## src/rtl/demux4_1_2_buf.sv

```systemverilog
// rtl/demux4_1_2_buf.sv - buffered 1-to-2 demultiplexer with per-channel FIFOs
// Each input word is steered by in_sel into one of two FIFOs that drain independently.
module demux4_1_2_buf #(
    parameter int WIDTH = 4,
    parameter int DEPTH = 2,
    parameter int CNT_W = 8
) (
    input  logic                       clk,
    input  logic                       rst,
    input  logic [WIDTH-1:0]           in_data,
    input  logic                       in_sel,
    input  logic                       in_valid,
    output logic                       in_ready,
    output logic [WIDTH-1:0]           out0_data,
    output logic                       out0_valid,
    input  logic                       out0_ready,
    output logic [WIDTH-1:0]           out1_data,
    output logic                       out1_valid,
    input  logic                       out1_ready,
    output logic [$clog2(DEPTH):0]     occ0,
    output logic [$clog2(DEPTH):0]     occ1,
    output logic [CNT_W-1:0]           cnt0,
    output logic [CNT_W-1:0]           cnt1
);
    localparam int PW = $clog2(DEPTH);
    localparam int OW = PW + 1;
    localparam logic [OW-1:0] FULL = OW'(DEPTH);

    logic [WIDTH-1:0] r_mem [2][DEPTH];
    logic [PW-1:0]    r_wp  [2];
    logic [PW-1:0]    r_rp  [2];
    logic [OW-1:0]    r_occ [2];
    logic [CNT_W-1:0] r_cnt [2];

    logic [1:0] w_push;
    logic [1:0] w_pop;
    logic [1:0] w_valid;
    logic [1:0] w_oready;

    // Acceptance looks only at the selected channel, so a full channel never blocks the other.
    assign in_ready  = !rst && (r_occ[in_sel] != FULL);
    assign w_push[0] = in_valid && in_ready && !in_sel;
    assign w_push[1] = in_valid && in_ready &&  in_sel;

    assign w_valid[0] = (r_occ[0] != '0);
    assign w_valid[1] = (r_occ[1] != '0);
    assign w_oready   = {out1_ready, out0_ready};
    assign w_pop      = w_valid & w_oready;

    always_ff @(posedge clk) begin
        if (rst) begin
            for (int c = 0; c < 2; c++) begin
                r_wp[c]  <= '0;
                r_rp[c]  <= '0;
                r_occ[c] <= '0;
                r_cnt[c] <= '0;
                for (int e = 0; e < DEPTH; e++) begin
                    r_mem[c][e] <= '0;
                end
            end
        end else begin
            for (int c = 0; c < 2; c++) begin
                if (w_push[c]) begin
                    r_mem[c][r_wp[c]] <= in_data;
                    r_wp[c]           <= r_wp[c] + 1'b1;
                end
                if (w_pop[c]) begin
                    r_rp[c]  <= r_rp[c] + 1'b1;
                    r_cnt[c] <= r_cnt[c] + 1'b1;
                end
                case ({w_push[c], w_pop[c]})
                    2'b10:   r_occ[c] <= r_occ[c] + 1'b1;
                    2'b01:   r_occ[c] <= r_occ[c] - 1'b1;
                    default: r_occ[c] <= r_occ[c];
                endcase
            end
        end
    end

    assign out0_valid = w_valid[0];
    assign out1_valid = w_valid[1];
    assign out0_data  = r_mem[0][r_rp[0]];
    assign out1_data  = r_mem[1][r_rp[1]];
    assign occ0       = r_occ[0];
    assign occ1       = r_occ[1];
    assign cnt0       = r_cnt[0];
    assign cnt1       = r_cnt[1];

endmodule

```

## config.mk

```make
export PLATFORM = sky130hd
export DESIGN_NAME = demux4_1_2_buf
export DESIGN_NICKNAME = d
export VERILOG_FILES = /design/src/rtl/demux4_1_2_buf.sv
export SDC_FILE = /design/constraint.sdc
export NUM_CORES = 1
export LEC_CHECK = 0
export ABC_AREA = 1
export CORE_MARGIN = 2
export CORE_UTILIZATION = 52
export DETAILED_ROUTE_END_ITERATION = 6
export PLACE_DENSITY = 0.92
export SETUP_SLACK_MARGIN = 0.5
export SLEW_MARGIN = 20
export SYNTH_ARGS = -nofsm -noshare
export SYNTH_HDL_FRONTEND = slang
export SYNTH_SLANG_ARGS = --single-unit
```

## constraint.sdc

```tcl
create_clock -name clk -period 5.38 [get_ports clk]
set_input_delay 1.345 -clock clk [delete_from_list [all_inputs] [get_ports clk]]
set_output_delay 1.345 -clock clk [all_outputs]
set_load 0.01 [all_outputs]
```

## Word-level counts from Yosys, hierarchy flattened

Memory sizes are Yosys's and may differ from the RTL's.
Cells that the tools add are included.

- Memories kept: 5
- Flip-flop bits (word level): 0
- Bits in writable memories: 40
- Output and inout bits: 31
- Bits of input ports: 10

Memory list:

| name | words | bits a word | read ports | clocked after memory_dff | write ports | line | source |
|---|---|---|---|---|---|---|---|
| r_cnt | 2 | 8 | 2 | 0 | 2 | 33 | `logic [CNT_W-1:0] r_cnt [2];` |
| r_mem | 2 | 8 | 2 | 0 | 2 | 29 | `logic [WIDTH-1:0] r_mem [2][DEPTH];` |
| r_occ | 2 | 2 | 3 | 0 | 2 | 32 | `logic [OW-1:0] r_occ [2];` |
| r_rp | 2 | 1 | 2 | 0 | 2 | 31 | `logic [PW-1:0] r_rp [2];` |
| r_wp | 2 | 1 | 2 | 0 | 2 | 30 | `logic [PW-1:0] r_wp [2];` |

- Mux-type cells: 72
- Order comparisons: 6
- Add/sub/neg operators: 10
- Reduce and logical (&&, ||, !) cells: 12
- Eq/ne operators: 5
- Bitwise operators: 33

Operator list:

| kind | count |
|---|---|
| 1-bit 2-to-1 mux | 52 |
| 4-bit 2-to-1 mux | 8 |
| 8-bit 2-to-1 mux | 4 |
| 1-bit bitwise OR | 28 |
| 8-bit by 1-bit adder with 8-bit output, second input constant | 2 |
| 2-bit 2-to-1 mux | 6 |
| 4-bit demux with 1-bit select | 2 |
| 2-bit >= comparator, second input constant | 4 |
| 1-bit inverter with 2-bit output | 4 |
| 1-bit logical AND | 6 |
| 1-bit adder, second input constant | 4 |
| 2-bit by 1-bit adder with 2-bit output, second input constant | 2 |
| 2-bit by 1-bit == test with 1-bit output, second input constant | 2 |
| 2-bit == test, second input constant | 2 |
| 2-bit by 1-bit less-than comparator with 1-bit output, second input constant | 2 |
| 2-bit nonzero test | 2 |
| 2-bit OR reduction | 2 |
| 2-bit by 1-bit subtractor with 2-bit output, second input constant | 2 |
| 2-bit AND | 1 |
| 1-bit logical NOT | 2 |
| 2-bit != test, second input constant | 1 |

## Depth between registers and ports, before layout

An unclocked memory read counts as a cell.

- Depth after elaboration: 12
- Mapped depth: 11
- Mapped depth without buffers: 11

## Least setup slack after synthesis

No wires, ideal clock.

- Path type: input-to-output
- Start point: in rst
- End point: out in_ready
- Data required time: 4.035 ns
- Buffers on the path: 0
- Stages: 3
- Arrival time: 1.770 ns
- Slack: 2.265 ns
- Cells stage by stage: inv_1 -> nand2_1 -> nor2_4

- Longest elaborated chain between the ends: 2

RTL lines:

| item | line | source |
|---|---|---|
| start, declared | 9 | `input logic rst,` |
| 1-bit logical NOT | 41 | `assign in_ready = !rst && (r_occ[in_sel] != FULL);` |
| 1-bit logical AND | 41 |  |
| end, declared | 13 | `output logic in_ready,` |

No other way between the ends.

## Worst setup path in the final report

Ends and elaborated chain as after synthesis.

==> flow_metrics.env <==
export IMPL_synth_area_top_cells="edfxtp_1 60%, nor2_1 8.6%, nand2_1 5.8%"
export IMPL_holdWs_ns=0.606
export IMPL_root_buffer="clkbuf_8"
export IMPL_synth_nets=213
export IMPL_seqCellArea_um2=1200
export IMPL_clkTransAtPathRegs_ns=0.08
export IMPL_cpPeakStageDelay_ns=0.56
export IMPL_crit_type="in -> out"
export IMPL_outcome="finished clean"
export IMPL_final_setup_tns_ns=0
export IMPL_synth_area_um2=2020
export IMPL_track_usage_pct=19.0
export IMPL_fillCellCount=276
export IMPL_cts_tree="built"
export IMPL_ys_ff_latch=40
export IMPL_portBuffers=40
export IMPL_r2r_slack_ns=3.41
export IMPL_nNetsFinal=258
export IMPL_max_freq_mhz=226
export IMPL_drv_cap=0
export IMPL_cts_max_level=2
export IMPL_clock_latency_ns=0.29
export IMPL_period_needed_ns=4.43
export IMPL_layout_drive_gt1_share_pct=8.68
export IMPL_post_cts_resized=0
export IMPL_fin_area_um2=2580
export IMPL_multi_input_area_um2=706
export IMPL_crit_chain="clkdlybuf4s50_1, inv_1, nand2_1, nor2_4, clkdlybuf4s50_1"
export IMPL_synth_cell_types=20
export IMPL_worst_slew_pin_transition_ns=0.564
export IMPL_grt_max_degree=18
export IMPL_cts_buffer_depth=2
export IMPL_final_antenna_net_count=0
export IMPL_synth_top_area_share_pct=59.6
export IMPL_slew_viol_final=0
export IMPL_grt_pass1_wl_mm=6.18
export IMPL_drc_errors=0
export IMPL_num_io_pins=41
export IMPL_place_area_um2=2470
export IMPL_top_layer="met4"
export IMPL_syn2layout_area_growth_pct=27.9
export IMPL_clock_sinks=40
export IMPL_final_period_utilization_pct=82.4
export IMPL_worstReg2RegStart="r_occ[0][0]"
export IMPL_ctsHoldBuffers=0
export IMPL_power_density_nw_per_um2=354
export IMPL_critPathMaxFanout=17
export IMPL_m1WireLength_mm=1.53
export IMPL_cpMaxStageDelayCell="clkdlybuf4s50_1"
export IMPL_slew_headroom_pct=62.4
export IMPL_cp_startpoint="rst"
export IMPL_rows=22
export IMPL_coreArea_um2=3690
export IMPL_power_mw=0.912
export IMPL_crit_arrival_ns=3.09
export IMPL_peakVddDrop_v=0.000222
export IMPL_r2r_cells=7
export IMPL_start_util_pct=54.7
export IMPL_antenna_found_initial=0
export IMPL_rsz0062_at_grt="no"
export IMPL_yosysTopAreaCell="edfxtp_1"
export IMPL_dr_pass1_iters=4
export IMPL_post_cts_buffers=0
export IMPL_finalClockSkew_ns=0.00592
export IMPL_numCtsBuffers=5
export IMPL_grt_pass1_vias=1372
export IMPL_gp_congestion=0.799
export IMPL_cp_end_kind="output pin"
export IMPL_ys_seq_area_share_pct=59.6
export IMPL_avgRoutedWirePerCell_um=13.0
export IMPL_rr_endpoint="r_occ[1][1]"
export IMPL_dieArea_um2=4390
export IMPL_vias=1471
export IMPL_syn_inst=196
export IMPL_yosys_warnings=0
export IMPL_hold_violations=0
export IMPL_routed_wl_met2_mm=1.98
export IMPL_setup_worst_path_end="in_ready"
export IMPL_p_leak_nw=1.09
export IMPL_startpoint_type="input port"
export IMPL_vias_per_cell=5.07
export IMPL_syn_avg_cell_area_um2=10.3
export IMPL_drt_total_wl_mm=3.78
export IMPL_wl_met3_um=173
export IMPL_grt_overflow=0
export IMPL_antenna_cells=0
export IMPL_dp_hpwl_mm=2.77
export IMPL_worstPathRequired_ns=4.03
export IMPL_setup_viol=0
export IMPL_die_h_um=66.3
export IMPL_dieWidth_um=66.3
export IMPL_crit_top_cell="clkdlybuf4s50_1"
export IMPL_drtIter0Drc=120
export IMPL_hold_class="reg -> reg"
## critical path, delay by kind of cell
kind / cells / cell delay (ns)
buf+inv: 3 / 1.40
simple gates: 2 / 0.34
## synth_stat cells, drive strengths merged
cell / instances
nor2: 47
edfxtp: 40
nand2: 31
inv: 27
nand3: 10
mux2: 8
ha: 7
o21ai: 5
nand4: 4
xnor2: 4
a21oi: 3
nor3: 3
xor2: 3
buf: 1
clkbuf: 1
o21a: 1
or2: 1
## metal layers
metal	up-vias	track usage, %
li1	736	-
met1	687	21.9
met2	40	33.6
met3	8	4.09
met4	0	8.67
met5	-	0
## final cells by class
type                    instances  area share [%]
multi-input cells             127            27.4
clock inverters                 3            1.65
flip-flops and latches         40            46.6
inverters                      27            3.93
repair buffers                 40            15.5
well taps                      48            2.33
clock buffers                   5            2.67
## how the worst min path moves through the flow
stage / start / endpoint / slack (ns) / depth (start not counted)
3_3_place_gp: r_wp[0][0] / r_wp[0][0] / 0.57 / 1
2_1_floorplan: r_wp[0][0] / r_wp[0][0] / 0.54 / 1
5_1_grt: r_wp[0][0] / r_wp[0][0] / 0.61 / 1
4_1_cts: r_wp[0][0] / r_wp[0][0] / 0.60 / 1
3_5_place_dp: r_occ[1][0] / r_occ[1][0] / 0.57 / 1
6_report: r_wp[0][0] / r_wp[0][0] / 0.61 / 1
## layout by cell type, fill, tap and decap left out
cell type,count
nor2_1,46
nand4_1,1
clkinvlp_4,1
ha_1,7
clkdlybuf4s50_1,40
or2_1,1
nand2_1,31
a21oi_1,3
edfxtp_1,40
nand3_1,10
xnor2_1,4
mux2_2,8
nor2_4,1
clkbuf_8,5
bufinv_16,1
nand4_2,3
nor3_1,3
clkinv_2,1
o21a_1,1
o21ai_0,4
xor2_1,3
o21ai_2,1
inv_1,27
## stage by stage
step | setup slack, ns | util (%) | instances
floorplan | 2.27 | - | 196
global placement | 1.00 | 66.9 | 282
detailed placement | 0.969 | 66.9 | 282
CTS | 0.943 | 69.9 | 290
global route | 0.859 | 69.9 | 290
finish | 0.948 | 69.9 | 290
## report_power, final
part | switching [mW] | total (mW) | internal (mW)
Sequential | 0.0365 | 0.431 | 0.395
Combinational | 0.117 | 0.236 | 0.119
Clock | 0.108 | 0.245 | 0.137
Total | 0.262 | 0.912 | 0.651
## registers in the layout, indices dropped and copies added (netlist names)
| register | count |
|---|---|
| r_rp | 2 |
| r_cnt | 16 |
| r_mem | 16 |
| r_wp | 2 |
| r_occ | 4 |
## cell families after synthesis
kind of cell | Yosys count | synth area share (%)
AOI/OAI and AO/OA | 9 | 2.54
xor gates and xnor gates | 7 | 3.04
adders and majority gates | 7 | 4.34
buffers and inverters | 29 | 5.46
DFF | 40 | 59.6
muxes | 8 | 4.47
and+or+nand+nor | 96 | 20.6
(Power assumes the default switching activity.)
